--- src/rtl/uart_pkg.sv ---
// Shared UART definitions: FSM state encoding, 8N1 frame constants and
// the baud divider calculation, used by both receiver and transmitter.
package uart_pkg;

    typedef enum logic [1:0] {
        IDLE  = 2'd0,
        START = 2'd1,
        DATA  = 2'd2,
        STOP  = 2'd3
    } uart_state_t;

    localparam int DATA_BITS = 8;
    localparam int STOP_BITS = 1;

    // Clocks per bit, integer-truncated (50 MHz / 115200 -> 434).
    function automatic int calc_bps_cnt(input int clk_freq, input int uart_bps);
        return clk_freq / uart_bps;
    endfunction

endpackage

--- src/rtl/uart_rx_sync.sv ---
// Two-flop synchronizer for the asynchronous serial line plus a third
// delay flop used to detect a synchronized falling edge.
module uart_rx_sync (
    input  logic clk,
    input  logic rst,
    input  logic rxd,
    output logic rxd_s,
    output logic fall
);

    logic r_sync1;
    logic r_sync2;
    logic r_sync3;

    // Synchronizer chain; resets to the idle (high) line level so a reset
    // never fabricates an edge by itself.
    always_ff @(posedge clk) begin
        if (rst) begin
            r_sync1 <= 1'b1;
            r_sync2 <= 1'b1;
            r_sync3 <= 1'b1;
        end else begin
            r_sync1 <= rxd;
            r_sync2 <= r_sync1;
            r_sync3 <= r_sync2;
        end
    end

    assign rxd_s = r_sync2;
    assign fall  = r_sync3 & ~r_sync2;

endmodule

--- src/rtl/uart_recv.sv ---
// 8N1 UART receiver: mid-bit sampling, glitch rejection on the start bit,
// framing-error pulse on a low stop bit, early return to IDLE after the
// stop sample so back-to-back frames are not missed.
module uart_recv
    import uart_pkg::*;
#(
    parameter int CLK_FREQ = 50_000_000,
    parameter int UART_BPS = 115200
) (
    input  logic       clk,
    input  logic       rst,
    input  logic       uart_rxd,
    output logic [7:0] uart_data,
    output logic       uart_done,
    output logic       frame_err
);

    localparam int BPS_CNT = calc_bps_cnt(CLK_FREQ, UART_BPS);
    localparam int CNT_W   = $clog2(BPS_CNT);
    localparam int IDX_W   = $clog2(DATA_BITS);

    localparam logic [CNT_W-1:0] CNT_LAST = CNT_W'(BPS_CNT - 1);
    localparam logic [CNT_W-1:0] CNT_MID  = CNT_W'(BPS_CNT / 2);
    localparam logic [IDX_W-1:0] IDX_LAST = IDX_W'(DATA_BITS - 1);

    uart_state_t           r_state;
    uart_state_t           w_next_state;
    logic [CNT_W-1:0]      r_cnt;
    logic [IDX_W-1:0]      r_idx;
    logic [DATA_BITS-1:0]  r_shift;
    logic [7:0]            r_data;
    logic                  r_done;
    logic                  r_err;

    logic                  w_rxd_s;
    logic                  w_fall;
    logic                  w_mid;
    logic                  w_wrap;

    uart_rx_sync u_sync (
        .clk   (clk),
        .rst   (rst),
        .rxd   (uart_rxd),
        .rxd_s (w_rxd_s),
        .fall  (w_fall)
    );

    assign w_mid  = (r_cnt == CNT_MID);
    assign w_wrap = (r_cnt == CNT_LAST);

    // FSM state register.
    always_ff @(posedge clk) begin
        if (rst) begin
            r_state <= IDLE;
        end else begin
            r_state <= w_next_state;
        end
    end

    // Next-state logic; falling edges are only acted on in IDLE.
    always_comb begin
        w_next_state = r_state;
        case (r_state)
            IDLE: begin
                if (w_fall) begin
                    w_next_state = START;
                end else begin
                    w_next_state = IDLE;
                end
            end
            START: begin
                if (w_mid && w_rxd_s) begin
                    w_next_state = IDLE;
                end else if (w_wrap) begin
                    w_next_state = DATA;
                end else begin
                    w_next_state = START;
                end
            end
            DATA: begin
                if (w_wrap && (r_idx == IDX_LAST)) begin
                    w_next_state = STOP;
                end else begin
                    w_next_state = DATA;
                end
            end
            STOP: begin
                if (w_mid) begin
                    w_next_state = IDLE;
                end else begin
                    w_next_state = STOP;
                end
            end
            default: begin
                w_next_state = IDLE;
            end
        endcase
    end

    // Baud counter: held at zero in IDLE so START always begins at count 0.
    always_ff @(posedge clk) begin
        if (rst) begin
            r_cnt <= '0;
        end else if ((r_state == IDLE) || (w_next_state == IDLE)) begin
            r_cnt <= '0;
        end else if (w_wrap) begin
            r_cnt <= '0;
        end else begin
            r_cnt <= r_cnt + CNT_W'(1);
        end
    end

    // Bit index: zeroed during START, advances at each data-bit wrap.
    always_ff @(posedge clk) begin
        if (rst) begin
            r_idx <= '0;
        end else if (r_state == START) begin
            r_idx <= '0;
        end else if ((r_state == DATA) && w_wrap) begin
            r_idx <= (r_idx == IDX_LAST) ? '0 : r_idx + IDX_W'(1);
        end else begin
            r_idx <= r_idx;
        end
    end

    // Shift register: mid-bit sample lands in the bit selected by the index.
    always_ff @(posedge clk) begin
        if (rst) begin
            r_shift <= '0;
        end else if ((r_state == DATA) && w_mid) begin
            r_shift[r_idx] <= w_rxd_s;
        end else begin
            r_shift <= r_shift;
        end
    end

    // Stop-bit evaluation: load data with done pulse, or error pulse only.
    always_ff @(posedge clk) begin
        if (rst) begin
            r_data <= 8'h00;
            r_done <= 1'b0;
            r_err  <= 1'b0;
        end else if ((r_state == STOP) && w_mid) begin
            if (w_rxd_s) begin
                r_data <= r_shift;
                r_done <= 1'b1;
                r_err  <= 1'b0;
            end else begin
                r_data <= r_data;
                r_done <= 1'b0;
                r_err  <= 1'b1;
            end
        end else begin
            r_data <= r_data;
            r_done <= 1'b0;
            r_err  <= 1'b0;
        end
    end

    assign uart_data = r_data;
    assign uart_done = r_done;
    assign frame_err = r_err;

endmodule

--- config.mk ---
export PLATFORM = sky130hd
export DESIGN_NAME = uart_recv
export DESIGN_NICKNAME = d
export VERILOG_FILES = /design/src/rtl/uart_pkg.sv /design/src/rtl/uart_rx_sync.sv /design/src/rtl/uart_recv.sv
export SDC_FILE = /design/constraint.sdc
export NUM_CORES = 1
export LEC_CHECK = 0
export BUFFER_PORTS_ARGS = -buffer_cell sky130_fd_sc_hd__buf_2
export CORE_UTILIZATION = 55
export CTS_CLUSTER_DIAMETER = 120
export DETAILED_ROUTE_END_ITERATION = 6
export GPL_TIMING_DRIVEN = 0
export PLACE_DENSITY = 0.71
export SETUP_SLACK_MARGIN = 0.2
export SYNTH_ARGS = -nofsm -noshare
export SYNTH_HDL_FRONTEND = slang
export SYNTH_SLANG_ARGS = --single-unit
--- constraint.sdc ---
create_clock -name clk -period 2.07 [get_ports clk]
set_input_delay 0.207 -clock clk [delete_from_list [all_inputs] [get_ports clk]]
set_output_delay 0.207 -clock clk [all_outputs]
set_load 0.01 [all_outputs]
==> impl_metrics.py, run 1 <==
metrics = {
    "worst_setup_path": {
        "path_max_fanout": 9,
        "max_stage_delay_ns": 0.41,
        "crit_path_start_kind": "flip-flop",
        "rr_startpoint": "r_cnt[0]",
        "cp-endpoint": "r_cnt[7]",
        "reg2reg_depth": 5,
        "critPathBufInv": 0,
        "crit_chain": "ha_1 -> and4b_1 -> nand3_4 -> o211ai_4 -> nor2_1",
        "rr_endpoint": "r_cnt[7]",
        "crit_family": "simple AND/OR/NAND/NOR gates",
        "cp_num_cells": 5,
        "worst_ep_arrival_time_ns": 1.90,
        "ff2ff_setup_slack_ns": 0.39,
        "cp_slowest_cell": "dfxtp_1",
        "startpoint": "r_cnt[0]",
        "endpoint_kind": "flip-flop",
        "critPathKind": "flip-flop to flip-flop",
        "cp_data_required_time_ns": 2.29,
    },
    "routing": {
        "wl_per_cell_um": 14.0,
        "vias_per_cell": 5.65,
        "drt_iter0_drc": 46,
        "wirelength_mm": 3.03,
        "first_pass_iters": 4,
        "vias": 1226,
        "ant_nets": 0,
        "remaining_drc_errors": 0,
    },
    "finish": {
        "syn_to_final_growth_pct": 11.1,
        "multi_input_area_sq_um": 848,
        "drive_gt1_share_pct": 19.4,
        "fillCellCount": 247,
        "final_util_pct": 64.2,
        "ff_latch_area_sq_um": 701,
        "nNetsFinal": 192,
        "antenna_cells": 0,
    },
    "synthesis": {
        "synth_warnings": 0,
        "ys_async_sr_fraction_pct": 0,
        "synth_cell_types": 41,
        "synth_ff_type": "dfxtp_1",
        "yosys.area.top_type": "dfxtp_1",
        "synth-edff-count": 0,
        "synth_area_sq_um": 1600,
        "synth_nets": 173,
        "yosysSeqAreaShare_pct": 43.9,
        "syn_area_per_cell_sq_um": 9.61,
        "ys_ff_latch": 35,
        "synth.top_cell.area_share_pct": 43.9,
        "ys_top_cells_by_area": "dfxtp_1 (44%), mux2i_1 (5.0%), nand2b_1 (3.9%), nand3b_1 (3.8%), nor2_1 (3.3%)",
        "syn_inst": 166,
    },
    "timing": {
        "fmax_mhz": 596,
        "rsz0062_at_grt": "no",
        "period_share_pct": 81.1,
        "slew_violations": 0,
        "fin_tns_setup_ns": 0,
        "whs_ns": 0.0447,
        "min_period_ns": 1.68,
        "relSlewSlack_pct": 64.4,
        "setup_violations": 0,
        "worst_clock_skew_ns": 0.0130,
        "hold_viol_final": 0,
        "tightest_slew_ns": 0.530,
    },
    "clock_network": {
        "cts_tree": "done",
        "cts.sinks": 35,
        "clock_latency_ns": 0.34,
        "cts.path.max_buffers": 2,
        "post-cts-setup-buffers": 0,
        "cts_max_level": 2,
        "cts_buffers": 5,
        "ctsRootBufferMaster": "clkbuf_4",
        "cts.clk_slew.worst_paths_ns": 0.10,
    },
    "floorplanning": {
        "die_w_um": 55.9,
        "core_sq_um": 2760,
        "rows": 19,
        "initial_utilization_pct": 57.8,
        "num_io_pins": 13,
        "die_h_um": 55.9,
        "fp.dieArea_sq_um": 3120,
    },
    "grt": {
        "grt_pass1_wl_mm": 5.31,
        "overflow": 0,
        "grt_util_all_layers_pct": 22.1,
        "grt_pass1_vias": 1203,
        "antenna_found_initial": 0,
        "grt_max_degree": 12,
    },
    "pwr": {
        "leakage_nw": 0.670,
        "cellPowerDensity_nw_per_um2": 646,
        "peakVddDrop_mv": 0.634,
    },
    "hold_path": {
        "hold_class": "input port to flip-flop",
    },
    "flow_run": {
        "maxCapViolCount": 0,
    },
    "placement": {
        "io_buffers": 12,
        "hpwl_mm": 2.17,
        "gp_congestion": 0.861,
    },
    "outcome": {
        "status": "complete, no violations",
    },
}
-- power breakdown --
part	total (mW)	internal (mW)	leakage [nW]	switching, mW
logic	0.0357	0.0148	0.350	0.0209
clock network	0.427	0.198	0.0375	0.228
registers	0.682	0.677	0.283	0.00527
-- placed cells by master (no fill, tap or decap), drive strengths merged, types with 3 or more instances in the layout --
cell type  count
nand3b         8
clkbuf        11
xor2           4
nor2          14
inv            4
mux2i          8
or2            4
o32ai          3
dfxtp         35
nand2b        10
ha             4
nor3           5
o21ai         12
nand3          5
nand4          4
nand2         13
buf           15
a21oi          4
-- flip-flops by register name, summed over array words and instances (netlist names) --
register,count
uart_data,8
r_shift,8
u_sync.rxd_s,1
uart_done,1
r_state,2
u_sync.r_sync3,1
u_sync.r_sync1,1
r_cnt,9
frame_err,1
r_idx,3
-- synth_stat cells (2+ instances only) --
cell / instances
and4b_1: 2
a21oi_1: 4
or2_2: 4
dfxtp_1: 35
o21ai_0: 4
o22a_1: 2
nor3_1: 5
nand2b_1: 10
o32ai_1: 3
nand4_1: 3
nand4bb_1: 2
clkbuf_1: 4
nand3b_1: 8
nor2_1: 14
inv_1: 4
nor4b_1: 2
mux2i_1: 8
nand2_1: 12
xor2_1: 4
o21ai_1: 7
xnor2_1: 2
buf_2: 2
ha_1: 4
nand3_1: 4
-- cell families after synthesis --
kind of cell	synth area share, %
simple gates	30.9
flops	43.9
compound gates	10.5
buf+inv	3.22
mux	5.02
xor+xnor	3.29
fa+ha+maj	3.14
-- per-stage QoR --
step	std cells	cell area (sq um)	power, mW	setup slack, ns
finish	217	1770	1.14	0.392
global route	217	1770	1.19	0.256
CTS	217	1770	1.15	0.324
detailed placement	209	1690	0.733	0.340
global placement	209	1690	0.732	0.388
floorplan	166	1600	0.723	0.615
-- worst min path at each step --
stage	from	endpoint	slack, ns	cells after the start
after floorplan	uart_rxd	u_sync.r_sync1	0.31	1
after global placement	uart_rxd	u_sync.r_sync1	0.39	2
after detailed placement	uart_rxd	u_sync.r_sync1	0.39	2
after CTS	uart_rxd	u_sync.r_sync1	0.03	2
after global routing	uart_rxd	u_sync.r_sync1	0.03	2
final	uart_rxd	u_sync.r_sync1	0.04	2
-- metal layers --
layer | global-route usage (%) | wire length [um]
met5 | 0 | 0
met1 | 29.7 | 1520
met3 | 7.67 | 136
met2 | 32.5 | 1330
met4 | 9.41 | 44
-- area by class of cell --
type / instances / area share (%)
Multi-Input combinational cell: 120 / 47.9
Sequential cell: 35 / 39.5
Clock buffer: 7 / 3.67
Timing Repair Buffer: 12 / 3.39
Tap cell: 31 / 2.19
Buffer: 7 / 2.05
Inverter: 4 / 0.847
Clock inverter: 1 / 0.424
-- repair_timing --
action                     in CTS  in global routing
hold buffers                    0                  0
hold endpoints to repair        0                  0
setup endpoints to repair       0                  3
gates resized for setup         0                  1
(Power assumes the default switching activity.)
==> run 2, diff against run 1 <==
CORE_UTILIZATION = 52   (was 55)
clock period = 1.4 ns   (was 2.07 ns; I/O delays follow)
==> impl_metrics.py, run 2 (same netlist as run 1, synthesis figures left out) <==
metrics = {
    "finish": {
        "ff_latch_area_sq_um": 719,
        "mostFrequentLayoutCells": "dfxtp_1 (28), nor2_1 (13), buf_2 (12)",
        "drive_gt1_share_pct": 39.8,
        "multi_input_area_sq_um": 1050,
        "antenna_cells": 0,
        "nNetsFinal": 207,
        "syn_to_final_growth_pct": 32.1,
        "layout_commonest_cell": "dfxtp_1",
        "top_register": "r_cnt",
        "fillCellCount": 196,
        "largest_reg_flops": 9,
        "final_cells": 232,
    },
    "routing": {
        "vias": 1360,
        "drt_iter0_drc": 56,
        "wl_per_cell_um": 16.0,
        "vias_per_cell": 5.86,
        "ant_nets": 0,
        "first_pass_iters": 6,
        "wirelength_mm": 3.70,
        "remaining_drc_errors": 0,
    },
    "clock_network": {
        "cts_tree": "done",
        "cts.sinks": 35,
        "cts.clk_slew.worst_paths_ns": 0.11,
        "ctsRootBufferMaster": "clkbuf_4",
        "cts_buffers": 5,
        "cts_max_level": 2,
        "cts.path.max_buffers": 2,
        "clock_latency_ns": 0.34,
    },
    "placement": {
        "gp_congestion": 0.848,
        "io_buffers": 12,
        "placed_cells": 209,
        "hpwl_mm": 2.29,
    },
    "timing": {
        "relSlewSlack_pct": 60.8,
        "setup_violations": 14,
        "slew_violations": 0,
        "worst_clock_skew_ns": 0.0163,
        "hold_viol_final": 0,
        "tightest_slew_ns": 0.588,
        "min_period_ns": 1.47,
        "period_share_pct": 105,
        "fmax_mhz": 679,
        "worst_slack_ns": -0.0726,
        "whs_ns": 0.140,
        "rsz0062_at_grt": "yes",
    },
    "worst_setup_path": {
        "crit_family": "simple AND/OR/NAND/NOR gates",
        "crit_chain": "nand4bb_4 -> or3_4 -> o21ai_4 -> o32ai_2",
        "cp_num_cells": 4,
        "critPathKind": "flip-flop to flip-flop",
        "worst_ep_arrival_time_ns": 1.67,
        "crit_path_start_kind": "flip-flop",
        "critPathBufInv": 0,
        "cp_slowest_cell": "or3_4",
        "cp_data_required_time_ns": 1.60,
        "endpoint_kind": "flip-flop",
        "max_stage_delay_ns": 0.48,
        "path_max_fanout": 5,
        "reg2reg_depth": 4,
    },
    "pwr": {
        "cellPowerDensity_nw_per_um2": 784,
        "leakage_nw": 0.800,
        "peakVddDrop_mv": 0.664,
    },
    "grt": {
        "antenna_found_initial": 0,
        "overflow": 0,
        "grt_pass1_wl_mm": 5.73,
        "grt_max_degree": 12,
        "grt_util_all_layers_pct": 23.2,
        "grt_pass1_vias": 1340,
    },
    "floorplanning": {
        "num_io_pins": 13,
        "die_w_um": 57.4,
        "fp.dieArea_sq_um": 3290,
        "die_h_um": 57.4,
        "core_sq_um": 2830,
        "rows": 19,
        "initial_utilization_pct": 56.4,
    },
    "outcome": {
        "violations": "negative setup slack",
        "status": "finished with violations",
    },
    "flow_run": {
        "maxCapViolCount": 0,
    },
    "hold_path": {
        "whs_path_depth": 3,
        "hold_class": "input port to flip-flop",
    },
}
==> run 2: cell types whose count changed in the layout (fill, tap and decap cells not counted), sizes merged <==
| cell | change |
|---|---|
| buf | +12 |
| clkbuf | +1 |
| clkinv | +1 |
| clkinvlp | -1 |
| dlygate4sd3 | +1 |
| o211ai | +1 |
==> run 2: worst paths after layout <==
check	startpoint	end	slack (ns)
worst max register to register	r_cnt[6]	r_idx[0]	-0.07
worst min register to register	u_sync.r_sync1	u_sync.rxd_s	0.42
worst max-delay path	r_cnt[6]	r_idx[0]	-0.07
worst min-delay path	rst	frame_err	0.14
==> run 2: worst register-to-register path: cells and delay by family (launching register included) <==
family	cells	cell delay (ns)
DFF	1	0.37
AOI/OAI and AO/OA	2	0.28
and+or+nand+nor	2	0.71
==> run 2: final cells by class <==
class                   count  share of cell area [%]
inverters                   4                   0.713
well taps                  31                    1.84
clock buffers               7                    2.61
flip-flops and latches     35                    34.1
multi-input cells         121                    49.6
repair buffers             26                    8.31
clock inverters             1                   0.416
plain buffers               7                    2.32
==> run 2: power by group <==
part,internal [mW],switching [mW]
logic,0.0316,0.0401
registers,0.995,0.00932
clock network,0.249,0.327
total,1.28,0.376
==> run 2: timing repair <==
action | 4_1_cts | 5_1_grt
hold buffers | 1 | 0
setup endpoints to repair | 32 | 32
pin swaps | 10 | 15
setup buffers | 5 | 7
hold endpoints to repair | 1 | 0
cloned | 2 | 0
gates resized for setup | 11 | 33
==> run 2: metrics by stage <==
| stage | util, % | instance area [sq um] | setup WS, ns | power [mW] | TNS, ns |
|---|---|---|---|---|---|
| 2_1_floorplan | - | 1640 | 0.0748 | 1.07 | 0 |
| 3_3_place_gp | 61.3 | 1730 | -0.0407 | 1.08 | -0.368 |
| 3_5_place_dp | 61.3 | 1730 | -0.0708 | 1.08 | -0.902 |
| 4_1_cts | 67.3 | 1900 | -0.0761 | 1.66 | -0.946 |
| 5_1_grt | 74.5 | 2110 | -0.127 | 1.70 | -2.04 |
| 6_report | 74.5 | 2110 | -0.0726 | 1.65 | -0.588 |
==> run 2: routing by layer <==
metal	vias to the layer above	GRT usage [%]	part of all wire (%)
met4	0	11.1	2.1
met2	33	38.7	48
met3	9	5.44	3.7
met5	-	0	0
li1	664	-	-
met1	654	28.0	46
==> run 3, diff against run 2 <==
clock period = 1.2 ns   (was 1.4 ns; I/O delays follow)
==> impl_metrics.py, run 3 (same netlist as run 1, synthesis figures left out) <==
metrics = {
    "clock_network": {
        "cts_tree": "done",
        "ctsRootBufferMaster": "clkbuf_4",
        "cts.sinks": 35,
        "clock_latency_ns": 0.35,
        "cts.path.max_buffers": 2,
        "cts_max_level": 2,
        "cts.clk_slew.worst_paths_ns": 0.11,
        "cts_buffers": 5,
    },
    "grt": {
        "antenna_found_initial": 0,
        "grt_max_degree": 12,
        "grt_pass1_vias": 1317,
        "overflow": 0,
        "grt_pass1_wl_mm": 5.86,
        "grt_util_all_layers_pct": 23.8,
    },
    "hold_path": {
        "holdCritStartpoint": "rst",
        "hold_class": "input port to flip-flop",
    },
    "worst_setup_path": {
        "max_stage_delay_ns": 0.45,
        "crit_family": "simple AND/OR/NAND/NOR gates",
        "path_max_fanout": 5,
        "crit_path_start_kind": "flip-flop",
        "critPathKind": "flip-flop to flip-flop",
        "rr_startpoint": "r_cnt[1]",
        "startpoint": "r_cnt[1]",
        "endpoint_kind": "flip-flop",
        "cp_slowest_cell": "or3_4",
        "critPathBufInv": 1,
        "worst_ep_arrival_time_ns": 1.70,
        "crit_chain": "inv_2 -> ha_4 -> nand2b_1 -> or3_4 -> o21ai_4 -> o32ai_1",
        "cp_data_required_time_ns": 1.41,
    },
    "timing": {
        "whs_ns": 0.0728,
        "setup_violations": 32,
        "relSlewSlack_pct": 61.9,
        "fmax_mhz": 669,
        "rsz0062_at_grt": "yes",
        "worst_clock_skew_ns": 0.0128,
        "period_share_pct": 125,
        "min_period_ns": 1.49,
        "worst_slack_ns": -0.295,
        "slew_violations": 0,
        "tightest_slew_ns": 0.572,
        "hold_viol_final": 0,
    },
    "routing": {
        "remaining_drc_errors": 0,
        "wl_per_cell_um": 16.3,
        "first_pass_iters": 4,
        "ant_nets": 0,
        "vias": 1358,
        "drt_iter0_drc": 64,
        "wirelength_mm": 3.74,
        "vias_per_cell": 5.93,
    },
    "finish": {
        "multi_input_area_sq_um": 997,
        "final_util_pct": 72.0,
        "top_register": "r_cnt",
        "mostFrequentLayoutCells": "dfxtp_1 (28), buf_2 (13), nor2_1 (13)",
        "fillCellCount": 228,
        "largest_reg_flops": 9,
        "layout_commonest_cell": "dfxtp_1",
        "final_cells": 229,
        "drive_gt1_share_pct": 37.4,
        "ff_latch_area_sq_um": 714,
        "syn_to_final_growth_pct": 27.8,
        "antenna_cells": 0,
        "nNetsFinal": 204,
    },
    "placement": {
        "io_buffers": 12,
        "gp_congestion": 0.846,
        "placed_cells": 209,
        "hpwl_mm": 2.36,
    },
    "pwr": {
        "clock_power_share_pct": 35.5,
        "p_seq_share_pct": 60.5,
        "peakVddDrop_mv": 0.855,
        "leakage_nw": 0.772,
        "cellPowerDensity_nw_per_um2": 954,
        "swShare_pct": 23.5,
        "internal_power_mw": 1.49,
        "comb_power_share_pct": 4.0,
        "switching_power_mw": 0.456,
    },
    "outcome": {
        "violations": "negative setup slack",
        "status": "finished with violations",
    },
    "floorplanning": {
        "core_sq_um": 2830,
        "fp.dieArea_sq_um": 3290,
        "die_w_um": 57.4,
        "initial_utilization_pct": 56.4,
        "num_io_pins": 13,
        "rows": 19,
        "die_h_um": 57.4,
    },
    "flow_run": {
        "maxCapViolCount": 0,
    },
}
run 3: final cells by class:
cell class | count | share of cell area [%]
inverter | 4 | 0.737
tap | 31 | 1.90
multi-input combinational | 121 | 48.9
clock buffer | 7 | 2.70
sequential | 35 | 35.1
clock inverter | 1 | 0.430
buffer | 7 | 2.39
timing repair buffer | 23 | 7.86
run 3: path summary, 6_finish.rpt:
check | to | slack, ns | depth (start not counted)
hold reg to reg | u_sync.rxd_s | 0.43 | 1
hold / removal | frame_err | 0.07 | 3
setup / recovery | r_idx[0] | -0.29 | 6
setup reg to reg | r_idx[0] | -0.29 | 6
run 3: tightest hold or removal path: cells and delay by family:
kind / cells / cell delay (ns)
buffers and inverters: 1 / 0.09
AND/OR/NAND/NOR: 2 / 0.18
run 3: power by group through the flow:
| stage | clock network (mW) | registers (mW) | logic, mW |
|---|---|---|---|
| after global routing | 0.742 | 1.18 | 0.0842 |
| after floorplan | 0 | 1.20 | 0.0478 |
| after CTS | 0.695 | 1.18 | 0.0739 |
| after global placement | 0 | 1.20 | 0.0615 |
| final | 0.690 | 1.18 | 0.0784 |
| after detailed placement | 0 | 1.20 | 0.0648 |
run 3: stage by stage:
| stage | setup WS (ns) | power (mW) | TNS (ns) | cell area, sq um |
|---|---|---|---|---|
| final | -0.295 | 1.94 | -7.12 | 2040 |
| after floorplan | -0.117 | 1.25 | -2.10 | 1650 |
| after global placement | -0.245 | 1.26 | -5.40 | 1750 |
| after global routing | -0.370 | 2.00 | -8.85 | 2040 |
| after CTS | -0.290 | 1.95 | -6.75 | 1950 |
| after detailed placement | -0.309 | 1.27 | -6.44 | 1750 |
run 3: what timing repair did:
action / CTS / global route
cloned: 2 / 0
hold buffers: 1 / 0
gates resized for setup: 13 / 17
endpoints found under the hold margin: 1 / 0
setup buffers: 6 / 3
pin swaps: 9 / 8
endpoints found under the setup margin: 32 / 33
run 3: per-layer routing:
layer | track usage (%) | wire length [um] | vias up
li1 | - | - | 659
met1 | 29.7 | 1650 | 653
met2 | 39.7 | 1830 | 37
met3 | 6.80 | 176 | 9
met4 | 7.32 | 74 | 0
met5 | 0 | 0 | -
